**config.mk**
```make
export PLATFORM = sky130hd
export DESIGN_NAME = ahb_gpio_responder
export DESIGN_NICKNAME = d
export VERILOG_FILES = /design/src/rtl/ahb_gpio_responder.sv
export SDC_FILE = /design/constraint.sdc
export NUM_CORES = 1
export LEC_CHECK = 0
export ABC_AREA = 1
export CAP_MARGIN = 40
export CORE_MARGIN = 2
export CORE_UTILIZATION = 44
export CTS_BUF_LIST = sky130_fd_sc_hd__clkbuf_8
export CTS_CLUSTER_DIAMETER = 200
export DETAILED_ROUTE_END_ITERATION = 12
export PLACE_DENSITY = 0.79
export SLEW_MARGIN = 10
export SYNTH_ARGS = -nofsm -noshare
export SYNTH_HDL_FRONTEND = slang
export SYNTH_SLANG_ARGS = --single-unit
```
**constraint.sdc**
```tcl
create_clock -name HCLK -period 1.4 [get_ports HCLK]
set_input_delay 0.28 -clock HCLK [delete_from_list [all_inputs] [get_ports HCLK]]
set_output_delay 0.28 -clock HCLK [all_outputs]
set_load 0.01 [all_outputs]
```
**src/rtl/ahb_gpio_responder.sv**
```systemverilog
// AHB-Lite slave exposing board GPIO: two writable LED banks, synchronised
// slide switches and pushbuttons, and a sticky write-1-to-clear pushbutton
// rising-edge register. Writes take zero wait states; reads take exactly one.
module ahb_gpio_responder #(
    parameter int ADDR_LSB = 2
) (
    input  logic        HCLK,
    input  logic        HRESET,
    input  logic        HSEL,
    input  logic [31:0] HADDR,
    input  logic [1:0]  HTRANS,
    input  logic        HWRITE,
    input  logic        HREADY,
    input  logic [31:0] HWDATA,
    output logic [31:0] HRDATA,
    output logic        HREADYOUT,
    output logic        HRESP,
    input  logic [17:0] IO_Switch,
    input  logic [4:0]  IO_PB,
    output logic [17:0] IO_LEDR,
    output logic [8:0]  IO_LEDG
);

    typedef enum logic [1:0] {
        ST_IDLE    = 2'd0,
        ST_WR      = 2'd1,
        ST_RD_WAIT = 2'd2,
        ST_RD_DATA = 2'd3
    } state_t;

    state_t      r_state;
    state_t      w_next_state;
    logic [2:0]  r_idx;
    logic        r_hreadyout;
    logic [31:0] r_hrdata;
    logic [17:0] r_ledr;
    logic [8:0]  r_ledg;
    logic [17:0] r_sw_meta;
    logic [17:0] r_sw_sync;
    logic [4:0]  r_pb_meta;
    logic [4:0]  r_pb_sync;
    logic [4:0]  r_pb_prev;
    logic [4:0]  r_pb_edge;
    logic        w_accept;
    logic        w_wr_commit;
    logic [4:0]  w_pb_rise;
    logic [4:0]  w_pb_clr;
    logic [31:0] w_rd_value;
    logic        w_unused_bits;

    // Register-file read view; every field is zero-extended to 32 bits.
    function automatic logic [31:0] read_mux(
        input logic [2:0]  idx,
        input logic [17:0] ledr,
        input logic [8:0]  ledg,
        input logic [17:0] sw,
        input logic [4:0]  pb,
        input logic [4:0]  pb_edge
    );
        logic [31:0] v;
        v = 32'h0000_0000;
        case (idx)
            3'd0:    v = {14'h0000, ledr};
            3'd1:    v = {23'h00_0000, ledg};
            3'd2:    v = {14'h0000, sw};
            3'd3:    v = {27'h000_0000, pb};
            3'd4:    v = {27'h000_0000, pb_edge};
            default: v = 32'h0000_0000;
        endcase
        return v;
    endfunction

    // Address, write-data and transfer-type bits outside the decoded fields.
    assign w_unused_bits = ^{HADDR, HWDATA, HTRANS};

    // Transfer acceptance, write commit, edge detect and W1C mask.
    always_comb begin
        w_accept    = HSEL & HTRANS[1] & HREADY & (r_state != ST_RD_WAIT);
        w_wr_commit = (r_state == ST_WR);
        w_pb_rise   = r_pb_sync & ~r_pb_prev;
        w_rd_value  = read_mux(r_idx, r_ledr, r_ledg, r_sw_sync, r_pb_sync, r_pb_edge);
        if (w_wr_commit && (r_idx == 3'd4)) begin
            w_pb_clr = HWDATA[4:0];
        end else begin
            w_pb_clr = 5'b0_0000;
        end
    end

    // Next-state: any ready data-phase cycle may take a new address phase.
    always_comb begin
        w_next_state = ST_IDLE;
        case (r_state)
            ST_RD_WAIT: w_next_state = ST_RD_DATA;
            ST_IDLE, ST_WR, ST_RD_DATA: begin
                if (w_accept) begin
                    w_next_state = HWRITE ? ST_WR : ST_RD_WAIT;
                end else begin
                    w_next_state = ST_IDLE;
                end
            end
            default: w_next_state = ST_IDLE;
        endcase
    end

    // State, pending index and registered bus outputs.
    always_ff @(posedge HCLK) begin
        if (HRESET) begin
            r_state     <= ST_IDLE;
            r_idx       <= 3'd0;
            r_hreadyout <= 1'b1;
            r_hrdata    <= 32'h0000_0000;
        end else begin
            r_state     <= w_next_state;
            if (w_accept) begin
                r_idx <= HADDR[ADDR_LSB+2:ADDR_LSB];
            end else begin
                r_idx <= r_idx;
            end
            r_hreadyout <= (w_next_state != ST_RD_WAIT);
            // Read data is captured at the end of the wait state so a write
            // committed just before the read is already visible.
            r_hrdata    <= (w_next_state == ST_RD_DATA) ? w_rd_value : 32'h0000_0000;
        end
    end

    // LED registers, written at the edge that ends a write data phase.
    always_ff @(posedge HCLK) begin
        if (HRESET) begin
            r_ledr <= 18'h0_0000;
            r_ledg <= 9'h000;
        end else if (w_wr_commit && (r_idx == 3'd0)) begin
            r_ledr <= HWDATA[17:0];
        end else if (w_wr_commit && (r_idx == 3'd1)) begin
            r_ledg <= HWDATA[8:0];
        end else begin
            r_ledr <= r_ledr;
            r_ledg <= r_ledg;
        end
    end

    // Two-stage synchronisers for the asynchronous switches and buttons.
    always_ff @(posedge HCLK) begin
        if (HRESET) begin
            r_sw_meta <= 18'h0_0000;
            r_sw_sync <= 18'h0_0000;
            r_pb_meta <= 5'b0_0000;
            r_pb_sync <= 5'b0_0000;
            r_pb_prev <= 5'b0_0000;
        end else begin
            r_sw_meta <= IO_Switch;
            r_sw_sync <= r_sw_meta;
            r_pb_meta <= IO_PB;
            r_pb_sync <= r_pb_meta;
            r_pb_prev <= r_pb_sync;
        end
    end

    // Sticky rising-edge flags; a new edge wins over a same-cycle clear.
    always_ff @(posedge HCLK) begin
        if (HRESET) begin
            r_pb_edge <= 5'b0_0000;
        end else begin
            r_pb_edge <= (r_pb_edge & ~w_pb_clr) | w_pb_rise;
        end
    end

    assign HRDATA    = r_hrdata;
    assign HREADYOUT = r_hreadyout;
    assign HRESP     = 1'b0;
    assign IO_LEDR   = r_ledr;
    assign IO_LEDG   = r_ledg;

endmodule

```
After elaboration in Yosys (flattened, before gate mapping)
Index checks and enable logic that the tools add are counted.
- equality and inequality tests: 10
- multiplexer cells: 5
- bitwise logic cells: 10
- reduce and logical (&&, ||, !) cells: 8
- operators by type and width (cell ; count):
    one-hot mux 18 bit (5 select lines) ; 1
    AND 5 bit ; 2
    inverter 5 bit ; 2
    equality test 2 bit (second input constant) ; 3
    equality test 3 x 2 -> 1 bit (second input constant) ; 2
    2-to-1 mux 5 bit ; 1
    OR 5 bit ; 1
    2-to-1 mux 2 bit ; 2
    inequality test 2 bit (second input constant) ; 2
    one-hot mux 2 bit (2 select lines) ; 1
    AND 1 bit ; 3
    equality test 3 x 1 -> 1 bit (second input constant) ; 1
    equality test 3 bit (second input constant) ; 1
    logical AND 1 bit ; 3
    logical NOT 3 bit ; 1
    OR reduction 3 bit ; 1
    equality test 2 x 1 -> 1 bit (second input constant) ; 1
    logical NOT 2 bit ; 1
    inverter 1 bit ; 2
    AND reduction 2 bit ; 1
    OR reduction 2 bit ; 1
- register bits: 121
- input bits: 94

Depth between registers and ports, before layout
- depth in word-level cells: 8
- depth in mapped cells: 8

Worst setup path after synthesis
Ideal clock, no wire load.
- kind: register to register
- start: register r_state[1]
- end: register r_pb_edge[0]
- arrival time: 997 ps
- setup slack: 290 ps
- cell stages (with the launch flop): 8
- buffers on the path: 1
- path through: dfxtp_1 inv_1 nand2_1 buf_2 nor2_2 nand2_1 nand3_1 nand2_1
- cells in the longest elaborated chain, start to end: 6
- ends and longest elaborated chain (element ; line ; source):
    start: declaration ; 31 ; state_t r_state;
    start signal: assignment ; 113 ; r_state <= w_next_state;
    equality test 2 x 1 -> 1 bit ; 79 ; w_wr_commit = (r_state == ST_WR);
    logical AND 1 bit ; 82 ; if (w_wr_commit && (r_idx == 3'd4)) begin
    2-to-1 mux 5 bit ; 82 ;
    inverter 5 bit ; 163 ; r_pb_edge <= (r_pb_edge & ~w_pb_clr) | w_pb_rise;
    AND 5 bit ; 163 ;
    OR 5 bit ; 163 ;
    end signal: assignment ; 163 ;
    end: declaration ; 43 ; logic [4:0] r_pb_edge;
Every way passes these cells.
A chain may end at the register's enable or synchronous reset.

Worst setup path after layout
- start: register r_ledr[9] (netlist: IO_LEDR[9])
- end: output port IO_LEDR[9]
- RTL lines (element ; line ; source):
    start: declaration ; 36 ; logic [17:0] r_ledr;
    start signal: assignment ; 132 ; r_ledr <= HWDATA[17:0];
    start signal: assignment ; 136 ; r_ledr <= r_ledr;
    end: declaration ; 20 ; output logic [17:0] IO_LEDR,
No word-level cell between the ends.

==> impl_metrics.json <==
{
  "cts_buffers": 9,
  "initialDrtViolationCount": 113,
  "tritoncts_clock_tree": "done",
  "place_worst_setup_slack_ps": -57.4,
  "layout.cells.non_filler": 694,
  "finalSetupViolCount": 0,
  "clock_sinks": 107,
  "rsz0062_at_grt": "yes",
  "core_area_mm2": 0.00859,
  "clkLatencyLatePin_ps": 360,
  "cts_max_path_buffers": 2,
  "grt_antenna_before_repair": 0,
  "number_of_vias_per_cell_after_detailed_routing": 4.60,
  "ctsHoldBuffers": 0,
  "port_buffers": 95,
  "finalHoldViolCount": 0,
  "ys_types": 24,
  "rows": 34,
  "grt_max_degree": 37,
  "io-pin-count": 155,
  "fp.dieH_um": 97.5,
  "path_max_fanout": 3,
  "grt_pass1_wl_mm": 13.3,
  "drt-total-wl_mm": 8.23,
  "drt_first_pass_iters": 4,
  "routed-via-count": 3195,
  "final_core_utilization": 0.586,
  "worst_setup_hold_path_clk_slew_ps": 90,
  "syn_inst": 486,
  "area_growth_pct": 30.7,
  "layout-drive-gt1-share": 0.0751,
  "n_diodes": 0,
  "multi_input_area_mm2": 0.00125,
  "ys_warn_count": 0,
  "start_util": 0.448,
  "holdCritStartpoint": "HRESET",
  "critical_path.endpoint_type": "primary output",
  "synth_area_mm2": 0.00385,
  "global_route.usage.total": 0.174,
  "seq_total_area_yosys": 0.556,
  "fp.dieW_um": 97.5,
  "timing.max_cap.violations": 0,
  "detailed_place.area_mm2": 0.00486,
  "detail_route.drc_violations": 0,
  "comb_power_share": 0.094,
  "syn_area_per_cell_um2": 7.92,
  "place_hpwl_mm": 6.10,
  "leakagePower_nw": 2.33,
  "internal_power_mw": 4.38,
  "max_clock_freq_ghz": 0.767,
  "cts-htree-levels": 3,
  "finalWorstSetupSlack_ps": 97.0,
  "antenna_left": 0,
  "timing_worst_setup_path_type": "reg2out",
  "final.min_clock_period_ps": 1300,
  "cp_slowest_cell": "sky130_fd_sc_hd__dfxtp_1",
  "max-vdd-ir-drop_mv": 0.702,
  "crit_path_start_kind": "flip-flop",
  "cp_data_arrival_time_ps": 1020,
  "fillCellCount": 774,
  "switching_share": 0.225,
  "clkPwrFrac": 0.341,
  "crit_family": "flip-flops",
  "critical_path.reg2reg.startpoint": "r_idx[0]$_SDFFE_PP0P_",
  "final_nets": 677,
  "netSwitchingPower_mw": 1.27,
  "timing.critical_path.required_ps": 1120,
  "clock_tree.root_cell": "sky130_fd_sc_hd__clkbuf_8",
  "ys_seq_elements": 107,
  "worstPathCellList": "dlygate4sd2_1",
  "stdcell_area_mm2": 0.00503,
  "powerDensity_mw_per_mm2": 1120,
  "grt-ovfl-total": 0,
  "fp.dieArea_mm2": 0.00951,
  "placed_cells_incl_taps": 679,
  "ff_latch_area_mm2": 0.00214,
  "path_buf_inv": 1,
  "post_drt_wl_per_cell_um": 11.9,
  "worst_path_largest_cell_delay_ps": 380,
  "final_replace_weighted_congestion": 0.897,
  "vias_in_the_first_global_route": 2952,
  "status": "complete, no violations",
  "timing.final.max_slew_violations": 0,
  "setup.worst_path.start": "IO_LEDR[9]$_SDFFE_PP0P_",
  "fin_crit_sh": 0.931,
  "share_seq_of_total_power": 0.565,
  "final_skew_ps": 8.00,
  "hp-class": "in2reg"
}
==> kinds of logic (layout without fill, tap and decap cells) <==
family	count (synthesis)	after routing	synth area share
buf+inv	111	197	0.133
flops	107	107	0.556
compound gates	45	45	0.0591
simple gates	222	222	0.250
other cells	1	15	0.000974
==> cell type report <==
cell class                      instances  area share
Timing Repair Buffer                  108       0.201
Sequential cell                       107       0.426
Tap cell                              108      0.0268
Clock buffer                            9      0.0246
Multi-Input combinational cell        282       0.249
Inverter                               75      0.0569
Clock inverter                          5      0.0159
==> path summary, 6_finish.rpt <==
kind	endpoint	slack (ps)	cells after the start
hold reg to reg	r_pb_sync[2]$_SDFF_PP0_	400	2
setup reg to reg	IO_LEDG[7]$_SDFFE_PP0P_	100	5
setup / recovery	IO_LEDR[9]	100	1
hold / removal	r_sw_meta[1]$_SDFF_PP0_	280	2
==> cells in the final DEF (no fill, tap or decap), types with 2 or more instances in the layout <==
master	count
sky130_fd_sc_hd__inv_1	70
sky130_fd_sc_hd__nand3_1	32
sky130_fd_sc_hd__nand2_1	52
sky130_fd_sc_hd__bufinv_16	2
sky130_fd_sc_hd__o21ai_1	9
sky130_fd_sc_hd__dlygate4sd2_1	46
sky130_fd_sc_hd__o21ai_0	26
sky130_fd_sc_hd__dfxtp_1	107
sky130_fd_sc_hd__nor2_1	113
sky130_fd_sc_hd__inv_2	4
sky130_fd_sc_hd__nor3_1	9
sky130_fd_sc_hd__buf_4	11
sky130_fd_sc_hd__nor2_2	5
sky130_fd_sc_hd__a21oi_1	9
sky130_fd_sc_hd__nand4_1	5
sky130_fd_sc_hd__clkdlybuf4s50_1	48
sky130_fd_sc_hd__clkinvlp_4	2
sky130_fd_sc_hd__buf_12	2
sky130_fd_sc_hd__clkbuf_8	9
sky130_fd_sc_hd__conb_1	15
sky130_fd_sc_hd__nor2_4	2
==> flip-flops by register name (all words and copies together) (netlist names) <==
| name | count |
|---|---|
| IO_LEDG | 9 |
| r_pb_edge | 5 |
| r_state | 2 |
| r_pb_sync | 5 |
| HREADYOUT | 1 |
| r_idx | 3 |
| r_sw_meta | 18 |
| HRDATA | 18 |
| r_pb_prev | 5 |
| IO_LEDR | 18 |
| r_sw_sync | 18 |
| r_pb_meta | 5 |
==> synth_stat cells <==
cell	number	area share
sky130_fd_sc_hd__nand2_1	53	0.052
sky130_fd_sc_hd__inv_1	70	0.068
sky130_fd_sc_hd__nor3_4	1	0.0042
sky130_fd_sc_hd__dfxtp_1	107	0.56
sky130_fd_sc_hd__o21ai_0	26	0.034
sky130_fd_sc_hd__nor2_4	2	0.0058
sky130_fd_sc_hd__buf_1	2	0.0020
sky130_fd_sc_hd__nor2_2	3	0.0049
sky130_fd_sc_hd__nand4_4	1	0.0055
sky130_fd_sc_hd__o31ai_1	1	0.0020
sky130_fd_sc_hd__clkinv_2	1	0.0013
sky130_fd_sc_hd__nand3_4	1	0.0046
sky130_fd_sc_hd__buf_6	2	0.0058
sky130_fd_sc_hd__buf_4	18	0.035
sky130_fd_sc_hd__nor2_1	115	0.11
sky130_fd_sc_hd__inv_2	4	0.0039
sky130_fd_sc_hd__nand3_1	32	0.042
sky130_fd_sc_hd__nor3_1	9	0.012
sky130_fd_sc_hd__a21oi_1	9	0.012
sky130_fd_sc_hd__o21ai_1	9	0.012
sky130_fd_sc_hd__conb_1	1	0.00097
sky130_fd_sc_hd__clkbuf_1	4	0.0039
sky130_fd_sc_hd__nand4_1	5	0.0081
sky130_fd_sc_hd__buf_2	10	0.013
==> metrics by stage <==
step / setup TNS [ps] / power (mW) / hold WS (ps)
final: 0 / 5.65 / 277
after global routing: -4.18 / 5.86 / 282
after CTS: 0 / 5.69 / 262
after detailed placement: -157 / 3.80 / 393
after global placement: 0 / 3.79 / 389
after floorplan: 0 / 3.57 / 387
==> what timing repair did <==
item | 4_1_cts | 5_1_grt
pin swaps | 0 | 1
setup endpoints to repair | 57 | 21
setup buffers | 0 | 1
resized for setup | 47 | 3
==> layer usage <==
metal	up-vias	share of wire	routed length (µm)	GRT usage
met5	-	0	0	0
met4	0	0.023	189	0.0887
met3	15	0.082	671	0.0424
met2	137	0.48	3920	0.286
met1	1408	0.42	3440	0.212
li1	1635	-	-	-
==> power by group through the flow <==
stage	logic, mW	registers (mW)	clock network, mW
2_1_floorplan	0.301	3.26	0
3_3_place_gp	0.528	3.26	0
3_5_place_dp	0.540	3.26	0
4_1_cts	0.526	3.19	1.97
5_1_grt	0.591	3.20	2.07
6_report	0.533	3.19	1.93
(Power assumes the default switching activity.)
